==> src/rtl/ysyx_25020047_ifu.sv <==
// Instruction fetch unit: one outstanding imem read, REQ/WAIT/HOLD sequencing, redirect handling.
// Optional macro IFU_PERF_EN builds the fetch/stall performance counters; otherwise they read as zero.
`timescale 1ns/1ps
module ysyx_25020047_ifu #(
  parameter int              XLEN     = 32,
  parameter logic [XLEN-1:0] RESET_PC = 32'h8000_0000
) (
  input  logic            clk,
  input  logic            rst,
  output logic            imem_req_valid,
  input  logic            imem_req_ready,
  output logic [XLEN-1:0] imem_addr,
  input  logic            imem_resp_valid,
  input  logic [XLEN-1:0] imem_resp_data,
  input  logic            imem_resp_err,
  input  logic            redirect_valid,
  input  logic [XLEN-1:0] redirect_pc,
  output logic            inst_valid,
  input  logic            inst_ready,
  output logic [XLEN-1:0] inst,
  output logic [XLEN-1:0] pc,
  output logic [XLEN-1:0] snpc,
  output logic            fetch_err,
  output logic [31:0]     perf_fetch_cnt,
  output logic [31:0]     perf_stall_cnt
);

  typedef enum logic [1:0] {
    S_REQ  = 2'd0,
    S_WAIT = 2'd1,
    S_HOLD = 2'd2
  } state_t;

  localparam logic [XLEN-1:0] WORD = XLEN'(4);

  state_t          state, state_next;
  logic [XLEN-1:0] pc_q, pc_next;
  logic [XLEN-1:0] inst_q, inst_next;
  logic            err_q, err_next;
  logic            kill_q, kill_next;
  logic [XLEN-1:0] redirect_target;
  logic            unused_redirect_low;

  // Targets are forced to word alignment; the dropped low bits are intentionally ignored.
  assign redirect_target     = {redirect_pc[XLEN-1:2], 2'b00};
  assign unused_redirect_low = ^redirect_pc[1:0];

  always_ff @(posedge clk or negedge rst) begin
    if (!rst) begin
      state  <= S_REQ;
      pc_q   <= RESET_PC;
      inst_q <= '0;
      err_q  <= 1'b0;
      kill_q <= 1'b0;
    end else begin
      state  <= state_next;
      pc_q   <= pc_next;
      inst_q <= inst_next;
      err_q  <= err_next;
      kill_q <= kill_next;
    end
  end

  always_comb begin
    state_next = state;
    pc_next    = pc_q;
    inst_next  = inst_q;
    err_next   = err_q;
    kill_next  = kill_q;
    case (state)
      S_REQ: begin
        // A redirect wins over a same-cycle request handshake; the request is re-issued.
        if (redirect_valid) begin
          pc_next = redirect_target;
        end else if (imem_req_ready) begin
          state_next = S_WAIT;
        end
      end
      S_WAIT: begin
        if (redirect_valid) begin
          pc_next = redirect_target;
          if (imem_resp_valid) begin
            kill_next  = 1'b0;
            state_next = S_REQ;
          end else begin
            kill_next = 1'b1;
          end
        end else if (imem_resp_valid) begin
          if (kill_q) begin
            kill_next  = 1'b0;
            state_next = S_REQ;
          end else begin
            inst_next  = imem_resp_data;
            err_next   = imem_resp_err;
            state_next = S_HOLD;
          end
        end
      end
      S_HOLD: begin
        if (redirect_valid) begin
          pc_next    = redirect_target;
          state_next = S_REQ;
        end else if (inst_ready) begin
          pc_next    = pc_q + WORD;
          state_next = S_REQ;
        end
      end
      default: state_next = S_REQ;
    endcase
  end

  // Request valid is held low for the whole time reset is asserted.
  assign imem_req_valid = (state == S_REQ) && rst;
  assign imem_addr      = pc_q;
  assign inst_valid     = (state == S_HOLD);
  assign inst           = inst_q;
  assign pc             = pc_q;
  assign snpc           = pc_q + WORD;
  assign fetch_err      = err_q;

`ifdef IFU_PERF_EN
  logic [31:0] fetch_cnt_q;
  logic [31:0] stall_cnt_q;

  always_ff @(posedge clk or negedge rst) begin
    if (!rst) begin
      fetch_cnt_q <= '0;
      stall_cnt_q <= '0;
    end else begin
      if ((state == S_HOLD) && inst_ready && !redirect_valid) begin
        fetch_cnt_q <= fetch_cnt_q + 32'd1;
      end
      if (state != S_HOLD) begin
        stall_cnt_q <= stall_cnt_q + 32'd1;
      end
    end
  end

  assign perf_fetch_cnt = fetch_cnt_q;
  assign perf_stall_cnt = stall_cnt_q;
`else
  assign perf_fetch_cnt = 32'h0;
  assign perf_stall_cnt = 32'h0;
`endif

endmodule

==> config.mk <==
export PLATFORM = sky130hd
export DESIGN_NAME = ysyx_25020047_ifu
export DESIGN_NICKNAME = d
export VERILOG_FILES = /design/src/rtl/ysyx_25020047_ifu.sv
export SDC_FILE = /design/constraint.sdc
export NUM_CORES = 1
export LEC_CHECK = 0
export CAP_MARGIN = 20
export CORE_UTILIZATION = 39
export DETAILED_ROUTE_END_ITERATION = 12
export GPL_TIMING_DRIVEN = 0
export PLACE_DENSITY = 0.82
export SKIP_LAST_GASP = 1
export SLEW_MARGIN = 40
export SYNTH_ARGS = -nofsm -noshare
export SYNTH_HDL_FRONTEND = slang
export SYNTH_SLANG_ARGS = --single-unit
==> constraint.sdc <==
create_clock -name clk -period 2.1 [get_ports clk]
set_input_delay 0.21 -clock clk [delete_from_list [all_inputs] [get_ports clk]]
set_output_delay 0.21 -clock clk [all_outputs]
set_load 0.005 [all_outputs]
==> out/metrics.cfg <==
[status]
outcome = finished with violations
violations = setup timing

[floorplanning]
start_util = 0.402
num_rows = 39
fp.dieH_um = 111
die-area_um2 = 12300
core_um2 = 11500
io-pin-count = 266
fp.dieW_um = 111

[pwr]
swShare = 0.295
power_density_nw_per_um2 = 755
p_seq_frac = 0.313
p_clk_frac = 0.256
intPower_mw = 4.45
switching_power_mw = 1.87
pwr-share-comb = 0.431
leakagePower_nw = 3.88
vdd_drop_max_uv = 588

[logic_synthesis]
syn_area_per_cell_um2 = 9.22
synth_largest_area_cell = dfrtp_1
synth-seq-area-share = 0.359
yosysWarningCount = 0
synth_seq_cells = 66
syn_inst = 500
syn_area_um2 = 4610
synthDistinctLibCells = 53
yosysTopAreaCellShare = 0.353
ys.flop_type = dfrtp_1
async_reset_ff_frac = 1.00
synth_edf_count = 0
ys_top_cells_by_area = dfrtp_1 (35%), buf_4 (16%), mux2_2 (8.3%), xnor2_1 (3.4%), nand2_1 (2.9%)

[cells_and_area]
final_cell_mix = buf_4 (173), clkdlybuf4s50_1 (165), conb_1 (70)
final_common_cell = buf_4
synthToLayoutAreaGrowth_pct = 81.6
nFillCells = 805
fin_util = 0.730
nets = 931
drive_gt1_frac = 0.414
n_antenna_cell = 0
stdcell_count = 1007

[sta]
fin_crit_ns = 2.27
setup_slack_ns = -0.167
setup_viol = 16
holdWs_ns = 0.278
fmax_ghz = 0.441
worst_slew_pin_slew_ns = 0.673
rsz0062_at_grt = yes
fin_crit_sh = 1.08
slew_violations = 0
slew_headroom = 0.551
hold_viol_final = 0
worst_clock_skew_ns = 0.0140

[cts]
clock_latency_ns = 0.33
cts_buffers = 9
cts_htree_levels = 3
cts_buffer_depth = 2
root_buffer = clkbuf_16
cts_tree = done
cts.clk_slew.worst_paths_ns = 0.07
cts.sinks = 66

[route]
drt-total-wl_mm = 18.2
drc = 0
drt-vias-per-instance = 5.23
first_pass_iters = 5
drt_iter0_markers = 367
wl_per_cell_um = 18.1
vias = 5264
ant_nets = 0

[placement]
place_ws_ns = -0.584
gp_congestion = 0.873
port_buffers = 192
dp_hpwl_mm = 11.3
dp_cells = 905

[worst_setup_path]
reg2reg_depth = 11
reg2reg_setup_slack_ns = -0.09
worst_ep_arrival_time_ns = 2.06
start_kind = flop
cp_max_fo = 8
r2r_end = imem_addr[31]$_DFFE_PN1P_
required_ns = 1.89
r2r-start = imem_addr[7]$_DFFE_PN0P_
end_kind = output pin
crit_type = flop to output pin

[global_route]
grtUsageTotal = 0.277
grt_max_degree = 34
gr-total-overflow = 0
antenna_found_initial = 0
grt_pass1_vias = 5188
grt_pass1_wl_mm = 27.0

[hold_path]
worstHoldPathCells = 3
hp-class = primary input to flop
hold_start = redirect_valid
min_to = kill_q$_DFFE_PN0P_

[job]
drv_cap = 0

-- per-layer routing --
| layer | global-route usage | routed length (um) | up-vias |
|---|---|---|---|
| li1 | - | - | 2316 |
| met1 | 0.309 | 6450 | 2519 |
| met2 | 0.487 | 9500 | 354 |
| met3 | 0.0760 | 1590 | 75 |
| met4 | 0.133 | 670 | 0 |
| met5 | 0 | 0 | - |
-- cells in the mapped netlist, drive strengths merged (10+ instances only) --
library cell  number
clkbuf            24
nand3             15
a21oi             15
nand2             35
xor2              10
mux2              34
o21ai             26
and3              14
buf              110
nor2              16
dfrtp             65
xnor2             18
-- worst max-delay path by stage --
stage / startpoint / end / depth (start not counted)
3_3_place_gp: rst / imem_req_valid / 3
2_1_floorplan: imem_addr[10]$_DFFE_PN0P_ / snpc[26] / 6
6_report: imem_addr[4]$_DFFE_PN0P_ / snpc[23] / 7
3_5_place_dp: imem_addr[16]$_DFFE_PN0P_ / snpc[26] / 7
4_1_cts: imem_addr[5]$_DFFE_PN0P_ / snpc[26] / 8
5_1_grt: imem_addr[7]$_DFFE_PN0P_ / snpc[26] / 8
-- through the flow --
stage / TNS, ns / instance area [um2] / power [mW]
floorplan: 0 / 4870 / 2.90
global placement: -104.55 / 6970 / 4.34
detailed placement: -7.78 / 7000 / 4.43
CTS: -1.40 / 8070 / 6.19
global route: -2.10 / 8370 / 6.58
finish: -1.23 / 8370 / 6.32
-- logic make-up (layout without fill, tap and decap cells) --
group	count (synthesis)	in the layout	synth area share
flops	66	66	0.359
other cells	1	70	0.000814
compound gates	99	99	0.146
mux	35	35	0.0853
xor+xnor	28	28	0.0532
simple gates	131	131	0.154
buf+inv	139	434	0.200
fa+ha+maj	1	1	0.00271
-- flip-flops by register name (all words and copies together) (netlist names) --
| signal | flops |
|---|---|
| imem_addr | 30 |
| kill_q | 1 |
| state | 2 |
| inst | 32 |
| fetch_err | 1 |
-- what timing repair did --
action	in CTS	in global routing
hold buffers	3	0
setup endpoints to repair	27	34
endpoints found under the hold margin	32	0
gates resized for setup	152	61
setup buffers	67	33
pin swaps	26	24
-- power by group through the flow --
stage	Sequential [mW]	Clock, mW	Combinational, mW
after floorplan	2.00	0	0.905
after global placement	1.99	0	2.35
after detailed placement	2.03	0	2.41
after CTS	1.98	1.61	2.60
after global routing	2.03	1.67	2.88
final	1.98	1.62	2.72
-- final cells by class --
type	count	area, um2	share of cell area
Multi-Input combinational cell	364	2620	0.313
Buffer	125	891	0.106
Tap cell	143	179	0.0214
Clock buffer	11	253	0.0302
Sequential cell	66	1680	0.201
Inverter	5	18.8	0.00224
Timing Repair Buffer	288	2660	0.318
Clock inverter	5	61.3	0.00732
-- worst max-delay path, cell delays in order (launching register included) --
cell     delay (ns)
dfrtp_1        0.36
buf_6          0.14
and3_4         0.20
nand4_1        0.19
buf_4          0.21
or3_4          0.34
xnor2_2        0.15
buf_2          0.13
No activity file was read; power rests on OpenSTA's default activity.
